===== config.mk =====
export PLATFORM = sky130hd
export DESIGN_NAME = cpu_sequencer
export DESIGN_NICKNAME = d
export VERILOG_FILES = /design/src/rtl/cpu_pkg.sv /design/src/rtl/cpu_decoder.sv /design/src/rtl/cpu_sequencer.sv
export SDC_FILE = /design/constraint.sdc
export NUM_CORES = 1
export LEC_CHECK = 0
export CAP_MARGIN = 20
export CORE_MARGIN = 2
export CORE_UTILIZATION = 40
export DETAILED_ROUTE_END_ITERATION = 8
export PLACE_DENSITY = 0.68
export SLEW_MARGIN = 40
export SYNTH_ARGS = -nofsm -noshare
export SYNTH_HDL_FRONTEND = slang
export SYNTH_HIERARCHICAL = 1
export SYNTH_SLANG_ARGS = --single-unit

===== constraint.sdc =====
create_clock -name CLK -period 2.7 [get_ports CLK]
set_clock_uncertainty 0.05 [all_clocks]
set_input_delay 0.54 -clock CLK [delete_from_list [all_inputs] [get_ports CLK]]
set_output_delay 0.54 -clock CLK [all_outputs]
set_load 0.005 [all_outputs]

===== src/rtl/cpu_pkg.sv =====
// ----------------------------------------------------------------------------
// cpu_pkg
// Shared definitions for the 8-bit CPU control unit: opcode values, ALU
// operation encodings, sequencer state encoding and the decoded control
// bundle produced by cpu_decoder.
// No ports (package).
// ----------------------------------------------------------------------------
package cpu_pkg;

  // Opcodes, carried in INSTRUCTION[31:24]
  localparam logic [7:0] OP_LOADI = 8'h00;
  localparam logic [7:0] OP_MOV   = 8'h01;
  localparam logic [7:0] OP_ADD   = 8'h02;
  localparam logic [7:0] OP_SUB   = 8'h03;
  localparam logic [7:0] OP_AND   = 8'h04;
  localparam logic [7:0] OP_OR    = 8'h05;
  localparam logic [7:0] OP_J     = 8'h06;
  localparam logic [7:0] OP_BEQ   = 8'h07;
  localparam logic [7:0] OP_LWD   = 8'h08;
  localparam logic [7:0] OP_SWD   = 8'h09;

  // ALU operation select
  localparam logic [2:0] ALU_FWD = 3'b000;
  localparam logic [2:0] ALU_ADD = 3'b001;
  localparam logic [2:0] ALU_AND = 3'b010;
  localparam logic [2:0] ALU_OR  = 3'b011;

  // Sequencer states
  typedef enum logic [2:0] {
    S_FETCH  = 3'd0,
    S_DECODE = 3'd1,
    S_EXEC   = 3'd2,
    S_MEM    = 3'd3,
    S_WB     = 3'd4,
    S_HALT   = 3'd5
  } state_t;

  // Decoded control bundle for one instruction
  typedef struct packed {
    logic [2:0] aluop;
    logic       imm_sel;    // immediate operand
    logic       sign_sel;   // negated register operand
    logic       wb_sel;     // write back memory data
    logic       reg_write;  // instruction ends in a register write
    logic       mem_read;   // lwd
    logic       mem_write;  // swd
    logic       jump;       // unconditional PC-relative jump
    logic       branch;     // conditional branch on ZERO
    logic       illegal;    // opcode not in the instruction set
  } ctrl_t;

  localparam ctrl_t CTRL_NONE = '0;

endpackage


===== src/rtl/cpu_decoder.sv =====
// ----------------------------------------------------------------------------
// cpu_decoder
// Purely combinational opcode decoder: maps the 8-bit opcode onto the control
// bundle used by the sequencer. Unknown opcodes return an all-zero bundle with
// only the illegal flag set.
// Ports:
//   opcode  in   8   instruction opcode (IR[31:24])
//   ctrl    out  ctrl_t decoded controls
// ----------------------------------------------------------------------------
module cpu_decoder
  import cpu_pkg::*;
(
  input  logic [7:0] opcode,
  output ctrl_t      ctrl
);

  always_comb begin
    ctrl = CTRL_NONE;
    case (opcode)
      OP_LOADI: begin
        ctrl.aluop     = ALU_FWD;
        ctrl.imm_sel   = 1'b1;
        ctrl.reg_write = 1'b1;
      end
      OP_MOV: begin
        ctrl.aluop     = ALU_FWD;
        ctrl.reg_write = 1'b1;
      end
      OP_ADD: begin
        ctrl.aluop     = ALU_ADD;
        ctrl.reg_write = 1'b1;
      end
      OP_SUB: begin
        ctrl.aluop     = ALU_ADD;
        ctrl.sign_sel  = 1'b1;
        ctrl.reg_write = 1'b1;
      end
      OP_AND: begin
        ctrl.aluop     = ALU_AND;
        ctrl.reg_write = 1'b1;
      end
      OP_OR: begin
        ctrl.aluop     = ALU_OR;
        ctrl.reg_write = 1'b1;
      end
      OP_J: begin
        ctrl.jump = 1'b1;
      end
      OP_BEQ: begin
        // Compare is a subtract: ZERO reports equality
        ctrl.aluop    = ALU_ADD;
        ctrl.sign_sel = 1'b1;
        ctrl.branch   = 1'b1;
      end
      OP_LWD: begin
        ctrl.aluop     = ALU_FWD;
        ctrl.wb_sel    = 1'b1;
        ctrl.mem_read  = 1'b1;
        ctrl.reg_write = 1'b1;
      end
      OP_SWD: begin
        ctrl.aluop     = ALU_FWD;
        ctrl.mem_write = 1'b1;
      end
      default: begin
        ctrl.illegal = 1'b1;
      end
    endcase
  end

endmodule


===== src/rtl/cpu_sequencer.sv =====
// ----------------------------------------------------------------------------
// cpu_sequencer
// Multi-cycle control unit for the 8-bit CPU datapath. Owns the PC and IR,
// fetches over the instruction-memory busywait handshake and steps each
// instruction through FETCH -> DECODE -> EXEC -> (MEM) -> WB.
//
// Build option:
//   CPU_SEQ_ILLEGAL_TRAP_EN  defined   : unknown opcode halts the sequencer,
//                                        ILLEGAL sticks at 1 until reset.
//                            undefined : unknown opcode executes as a NOP.
//
// Handshakes: a memory request (IMEM_READ, DMEM_READ, DMEM_WRITE) is held
// high for as long as the matching BUSYWAIT is high; the transfer completes
// on the first rising CLK edge where the request is high and BUSYWAIT is low.
// Each BUSYWAIT is only looked at in the state that owns its request.
//
// Ports:
//   CLK            in   1         clock
//   RESET_N        in   1         asynchronous active-low reset
//   INSTRUCTION    in   32        instruction memory read data
//   IMEM_BUSYWAIT  in   1         instruction memory not ready
//   DMEM_BUSYWAIT  in   1         data memory access in progress
//   ZERO           in   1         ALU result is zero
//   PC             out  PC_WIDTH  address of the current instruction
//   IMEM_READ      out  1         instruction fetch request
//   ALUOP          out  3         ALU operation
//   IMM_SELECT     out  1         immediate operand select
//   SIGN_SELECT    out  1         negated register operand select
//   WRITEENABLE    out  1         register file write strobe
//   DMEM_READ      out  1         data memory read request
//   DMEM_WRITE     out  1         data memory write request
//   WB_SELECT      out  1         write back memory data
//   ILLEGAL        out  1         sticky unknown-opcode flag
//   DBG_STATE      out  state_t   current sequencer state (debug)
// ----------------------------------------------------------------------------
module cpu_sequencer
  import cpu_pkg::*;
#(
  parameter int                     PC_WIDTH     = 32,
  parameter logic [PC_WIDTH-1:0]    RESET_VECTOR = '0
) (
  input  logic                CLK,
  input  logic                RESET_N,
  input  logic [31:0]         INSTRUCTION,
  input  logic                IMEM_BUSYWAIT,
  input  logic                DMEM_BUSYWAIT,
  input  logic                ZERO,
  output logic [PC_WIDTH-1:0] PC,
  output logic                IMEM_READ,
  output logic [2:0]          ALUOP,
  output logic                IMM_SELECT,
  output logic                SIGN_SELECT,
  output logic                WRITEENABLE,
  output logic                DMEM_READ,
  output logic                DMEM_WRITE,
  output logic                WB_SELECT,
  output logic                ILLEGAL,
  output state_t              DBG_STATE
);

  // Reset: asserts asynchronously, releases two edges after RESET_N rises
  logic [1:0] rst_sync_q, rst_sync_d;
  logic       rst_n_int;

  always_comb rst_sync_d = {rst_sync_q[0], 1'b1};

  always_ff @(posedge CLK or negedge RESET_N) begin
    if (!RESET_N) rst_sync_q <= 2'b00;
    else          rst_sync_q <= rst_sync_d;
  end

  assign rst_n_int = rst_sync_q[1];

  // State, IR, PC and registered outputs
  state_t              state_q, state_d;
  logic [PC_WIDTH-1:0] pc_q, pc_d;
  logic [31:0]         ir_q, ir_d;
  ctrl_t               ctrl_q, ctrl_d;
  logic                imem_read_q, imem_read_d;
  logic                we_q, we_d;
  logic                dmem_read_q, dmem_read_d;
  logic                dmem_write_q, dmem_write_d;
  logic                illegal_q, illegal_d;

  ctrl_t               dec_ctrl;

  cpu_decoder u_decoder (
    .opcode (ir_q[31:24]),
    .ctrl   (dec_ctrl)
  );

  // PC arithmetic: offset is a signed word count, scaled to bytes
  logic [7:0]          br_off;
  logic [PC_WIDTH-1:0] pc_plus4;
  logic [PC_WIDTH-1:0] br_target;

  assign br_off    = ir_q[23:16];
  assign pc_plus4  = pc_q + PC_WIDTH'(4);
  assign br_target = pc_plus4 + {{(PC_WIDTH-10){br_off[7]}}, br_off, 2'b00};

  always_comb begin
    state_d   = state_q;
    pc_d      = pc_q;
    ir_d      = ir_q;
    ctrl_d    = ctrl_q;
    illegal_d = illegal_q;

    case (state_q)
      S_FETCH: begin
        // The request is registered, so the first cycle after reset only
        // raises IMEM_READ; data is accepted once the request is visible.
        if (imem_read_q && !IMEM_BUSYWAIT) begin
          ir_d    = INSTRUCTION;
          state_d = S_DECODE;
        end
      end
      S_DECODE: begin
        ctrl_d = dec_ctrl;
`ifdef CPU_SEQ_ILLEGAL_TRAP_EN
        if (dec_ctrl.illegal) begin
          state_d   = S_HALT;
          illegal_d = 1'b1;
        end else begin
          state_d = S_EXEC;
        end
`else
        state_d = S_EXEC;
`endif
      end
      S_EXEC: begin
        if (ctrl_q.jump) begin
          pc_d    = br_target;
          state_d = S_FETCH;
        end else if (ctrl_q.branch) begin
          pc_d    = ZERO ? br_target : pc_plus4;
          state_d = S_FETCH;
        end else if (ctrl_q.mem_read || ctrl_q.mem_write) begin
          state_d = S_MEM;
        end else if (ctrl_q.reg_write) begin
          state_d = S_WB;
        end else begin
          // Unknown opcode without the trap: fall through as a NOP
          pc_d    = pc_plus4;
          state_d = S_FETCH;
        end
      end
      S_MEM: begin
        if (!DMEM_BUSYWAIT) begin
          if (ctrl_q.mem_read) begin
            state_d = S_WB;
          end else begin
            pc_d    = pc_plus4;
            state_d = S_FETCH;
          end
        end
      end
      S_WB: begin
        pc_d    = pc_plus4;
        state_d = S_FETCH;
      end
      S_HALT: begin
        state_d = S_HALT;
      end
      default: begin
        state_d = S_FETCH;
      end
    endcase

    // Strobes are decoded from the next state so they come straight off
    // flops and line up exactly with the state they belong to.
    imem_read_d  = (state_d == S_FETCH);
    we_d         = (state_d == S_WB);
    dmem_read_d  = (state_d == S_MEM) && ctrl_d.mem_read;
    dmem_write_d = (state_d == S_MEM) && ctrl_d.mem_write;
  end

  always_ff @(posedge CLK or negedge rst_n_int) begin
    if (!rst_n_int) begin
      state_q      <= S_FETCH;
      pc_q         <= RESET_VECTOR;
      ir_q         <= '0;
      ctrl_q       <= CTRL_NONE;
      imem_read_q  <= 1'b0;
      we_q         <= 1'b0;
      dmem_read_q  <= 1'b0;
      dmem_write_q <= 1'b0;
      illegal_q    <= 1'b0;
    end else begin
      state_q      <= state_d;
      pc_q         <= pc_d;
      ir_q         <= ir_d;
      ctrl_q       <= ctrl_d;
      imem_read_q  <= imem_read_d;
      we_q         <= we_d;
      dmem_read_q  <= dmem_read_d;
      dmem_write_q <= dmem_write_d;
      illegal_q    <= illegal_d;
    end
  end

  assign PC          = pc_q;
  assign IMEM_READ   = imem_read_q;
  assign ALUOP       = ctrl_q.aluop;
  assign IMM_SELECT  = ctrl_q.imm_sel;
  assign SIGN_SELECT = ctrl_q.sign_sel;
  assign WRITEENABLE = we_q;
  assign DMEM_READ   = dmem_read_q;
  assign DMEM_WRITE  = dmem_write_q;
  assign WB_SELECT   = ctrl_q.wb_sel;
  assign ILLEGAL     = illegal_q;
  assign DBG_STATE   = state_q;

  // IR[15:0] carries register fields for the datapath, not the sequencer
  logic unused_bits;
  assign unused_bits = ^{ir_q[15:0], ctrl_q.illegal, dec_ctrl.illegal};

endmodule

== Word-level counts from Yosys, hierarchy flattened ==
Cells that the tools add are included.
Widths: inputs -> output; s select.

* Register bits after elaboration: 84
* Bits of input ports: 37
* Output and inout bits: 46
* Logic and storage cells: 81

* $add $sub $neg: 2
* Equal/unequal tests: 20
* Muxes and demuxes: 26
* Reduce and logical (&&, ||, !) cells: 15

{| class="wikitable"
|+ Operator list
! operator !! number
|-
| $mux 32 || 7
|-
| $pmux 32 s3 || 1
|-
| $add 32x3->32 const B || 1
|-
| $add 32x32->32 || 1
|-
| $eq 8x3->1 const B || 4
|-
| $mux 3 || 7
|-
| $eq 8x2->1 const B || 2
|-
| $eq 8x4->1 const B || 2
|-
| $pmux 3 s5 || 1
|-
| $reduce_or 10->1 || 1
|-
| $eq 3x2->1 const B || 3
|-
| $eq 3x3->1 const B || 3
|-
| $eq 8x1->1 const B || 1
|-
| $logic_not 8->1 || 1
|-
| $mux 1 || 8
|-
| $ne 4x4->1 const B || 2
|-
| $reduce_or 7->1 || 1
|-
| $logic_not 3->1 || 2
|-
| $pmux 2 s3 || 1
|-
| $mux 5 || 1
|-
| $reduce_and 5->1 || 1
|-
| $ne 2x2->1 const B || 2
|-
| $eq 3x1->1 const B || 1
|-
| $logic_and 1x1->1 || 3
|-
| other kinds (6) || 6
|}

== Depth between registers and ports, before layout ==
* Depth in word-level cells: 7
* Mapped depth: 16
* Depth with buffers taken out: 15

== Cells and area by module ==
The synthesis kept the hierarchy.

{| class="wikitable"
|+ Modules (own cells, without submodules)
! module !! times used !! cells an instance !! area each (um^2) !! seq. area each (um^2)
|-
| cpu_sequencer || 1 || 593 || 5157.4 || 1651.6
|-
| cpu_decoder || 1 || 24 || 196.4 || 0.0
|}

== Worst setup path before layout ==
No wires, ideal clock.

* Path type: flip-flop to flip-flop
* Start: register pc_q[4] (netlist: PC[4])
* End: register pc_q[24] (netlist: PC[24])
* Setup time: 0.142 ns
* Arrival: 3.163 ns
* Data required time: 2.508 ns
* Path slack: -0.654 ns
* Cell stages (with the launch flop): 17
* Buffers on the path: 2
* Period minus slack after synthesis: 3.354 ns
* Cells stage by stage: dfrtp_1 -> and4_1 -> buf_2 -> and3_1 -> nand2_1 -> nor2_1 -> xor2_1 -> ha_1 -> buf_2 -> nand2_1 -> nor4_1 -> or3b_4 -> a21oi_2 -> o41ai_2 -> or3_4 -> nand4_1 -> o311ai_2

* Cells in the longest elaborated chain, start to end: 6
* Elaborated cells on any way between the ends: 10
* Classes of those cells: 2 x add/sub; 8 x mux

{| class="wikitable"
|+ RTL lines
! item !! line !! text
|-
| from (decl) || cpu_sequencer.sv:76 || <nowiki>logic [PC_WIDTH-1:0] pc_q, pc_d;</nowiki>
|-
| from (signal assigned) || cpu_sequencer.sv:190 || <nowiki>pc_q <= pc_d;</nowiki>
|-
| $add 32x3->32 (*) || cpu_sequencer.sv:98 || <nowiki>assign pc_plus4 = pc_q + PC_WIDTH'(4);</nowiki>
|-
| $add 32x32->32 / $mux 32 (equally long branches) || cpu_sequencer.sv:99, cpu_sequencer.sv:139 ||
|-
| $mux 32, on equally long branches || cpu_sequencer.sv:135, cpu_sequencer.sv:137 ||
|-
| $mux 32 || cpu_sequencer.sv:134 || <nowiki>end else if (ctrl_q.branch) begin</nowiki>
|-
| $mux 32 || cpu_sequencer.sv:131 || <nowiki>if (ctrl_q.jump) begin</nowiki>
|-
| $pmux 32 s3 (*) || cpu_sequencer.sv:108 || <nowiki>case (state_q)</nowiki>
|}

Mark *: on every way between the ends. The rest lies on a longest branch, timed or not. The select of a mux whose other input is x is not followed.
A chain may end at the register's enable or synchronous reset.

== Worst setup path after layout ==
* Start: register pc_q[15] (netlist: PC[15])
* End: register pc_q[31] (netlist: PC[31])

Same word-level chain as after synthesis.

==> results.toml <==
[critical_path]
cpPeakStageDelay_ps = 380
timing.rr.end = "PC[31]"
ff2ff_setup_slack_ps = -610
reg2reg_from = "PC[15]"
cp_common_cell = "nand2_1"
crit_type = "register to register"
path_delay_family = "simple AND/OR/NAND/NOR gates"
cp.arrival_ps = 3550
worst-r2r-cell-count = 16
path_buf_inv = 2
crit_fanout = 3
slowest_stage = "dfrtp_1"
crit_required_ps = 2940
worstSetupStartpointType = "register"
path_cells = "and3_1 > nand4_4 > nor2_4 > buf_6 > buf_4 > nand3_4 > xnor2_4 > ha_1 > nand2_1 > o21ai_0 > a21oi_2 > o211ai_1 > nand2_1 > xnor2_1 > a2111o_1 > nand3_1"
cp-end-kind = "register"

[grt]
antenna_found_initial = 0
grt_pass1_wl_um = 27700
track_usage_pct = 24.4
grt_pass1_vias = 5693
grt_max_degree = 43
grt-ovfl-total = 0

[sta]
worst_slack_ps = -612
period_share_pct = 123
fin_crit_ps = 3310
maxSlewHeadroom_pct = 59.0
max_freq_mhz = 302
rsz0062_at_grt = "yes"
hold_viol = 0
worst-slew-pin-transition_ps = 615
final_max_slew_viol_count = 0
setup_viol = 20
hold_ws_ps = 174

[floorplan]
die_w_um = 120
rows = 42
die-area_mm2 = 0.0143
core_area_mm2 = 0.0131
die_y_um = 120
initial_core_util_pct = 40.7
pin_count = 83

[pwr]
ir_worst_vdd_mv = 0.756
p_leak_nw = 3.77
power_mw = 9.96
pwr_density_cell_mw_per_mm2 = 1140

[clock_tree]
insertion_delay_ps = 360
cts-root-buf = "clkbuf_16"
cts_buffers = 9
h-tree-depth = 3
cts_buffer_depth = 2
cts_hold_buf = 0
clk_pin_slew_ps = 60
cts_tree = "built"
clock-sinks = 66

[outcome]
status = "finished, violations left"
violations = "setup timing"

[layout]
drive_above_1_share_pct = 44.7
fillers = 1002
area_delta_synth_final_pct = 63.1
antenna-diode-count = 0
nNetsFinal = 927

[place]
io_buffers = 63
detailed_place_hpwl_um = 12500
place.gp.congestion = 0.902
pre_cts_ws_ps = -641

[flow_run]
maxCapViolCount = 0

[routing]
viasPerCell = 5.56
drtIter0Drc = 497
ant_nets = 0
dr.pass1.iters = 5
num_vias = 5744
post-route-drc-count = 0
wl_per_cell_um = 17.7
wl_um = 18300

[synth]
yosysWarningCount = 6
syn_area_mm2 = 0.00535
synth_area_per_cell_um2 = 8.68
syn-instance-count = 616

[hold_path]
hp-class = "register to async pin"
==> repair_timing <==
| action | 4_1_cts | 5_1_grt |
|---|---|---|
| resized for setup | 62 | 91 |
| setup buffers | 18 | 20 |
| pin swaps | 33 | 64 |
| hold endpoints to repair | 0 | 0 |
| endpoints found under the setup margin | 23 | 24 |
==> cell usage in the layout (no fill, tap or decap), types with 15 or more instances in the layout <==
| master | instances |
|---|---|
| a21oi_1 | 37 |
| a21oi_2 | 19 |
| buf_4 | 177 |
| clkdlybuf4s50_1 | 63 |
| dfrtp_1 | 62 |
| ha_1 | 23 |
| inv_1 | 16 |
| mux2_2 | 26 |
| nand2_1 | 48 |
| nand3_1 | 19 |
| nor2_1 | 33 |
| o21ai_0 | 31 |
| xnor2_1 | 18 |
| xor2_1 | 15 |
==> state kept, by name, summed over array words and instances, names as in the netlist <==
register,cells
SIGN_SELECT,1
DMEM_WRITE,1
DBG_STATE,3
DMEM_READ,1
ALUOP,3
WRITEENABLE,1
ctrl_q,5
PC,30
rst_sync_q,2
IMM_SELECT,1
ir_q,16
IMEM_READ,1
WB_SELECT,1
==> worst max path at each step <==
stage / cells after the start / slack [ps] / from / to
after floorplan: 14 / -500 / PC[5] / PC[24]
after global placement: 16 / -550 / PC[3] / PC[31]
after detailed placement: 16 / -640 / PC[3] / PC[31]
after CTS: 16 / -530 / PC[4] / PC[31]
after global routing: 15 / -750 / PC[15] / PC[31]
final: 16 / -610 / PC[15] / PC[31]
==> power breakdown <==
part	internal (mW)	switching, mW
logic	3.62	3.52
clock network	0.717	0.483
registers	1.28	0.334
total	5.62	4.34
==> cell type report <==
cell class	count	area (um2)	share of cell area [%]
multi-input cells	502	4320	49.5
inverters	17	63.8	0.731
flip-flops and latches	66	1660	19.0
clock buffers	10	229	2.62
clock inverters	6	67.6	0.775
well taps	176	220	2.52
repair buffers	256	2170	24.8
==> per-layer routing <==
metal / wire (um) / vias up / global-route usage (%)
li1: - / 2709 / -
met4: 604 / 0 / 10.7
met1: 7310 / 2828 / 29.1
met3: 796 / 47 / 3.37
met2: 9540 / 160 / 43.8
met5: 0 / - / 0
==> metrics by stage <==
stage	utilization (%)	area, um2	setup TNS, ps	instances
6_report	66.4	8720	-7380	1033
4_1_cts	61.5	8080	-6590	1014
3_3_place_gp	55.8	7330	-7110	980
2_1_floorplan	-	5480	-3450	618
5_1_grt	66.4	8720	-10280	1033
3_5_place_dp	55.8	7330	-8520	980
(Power assumes the default switching activity.)
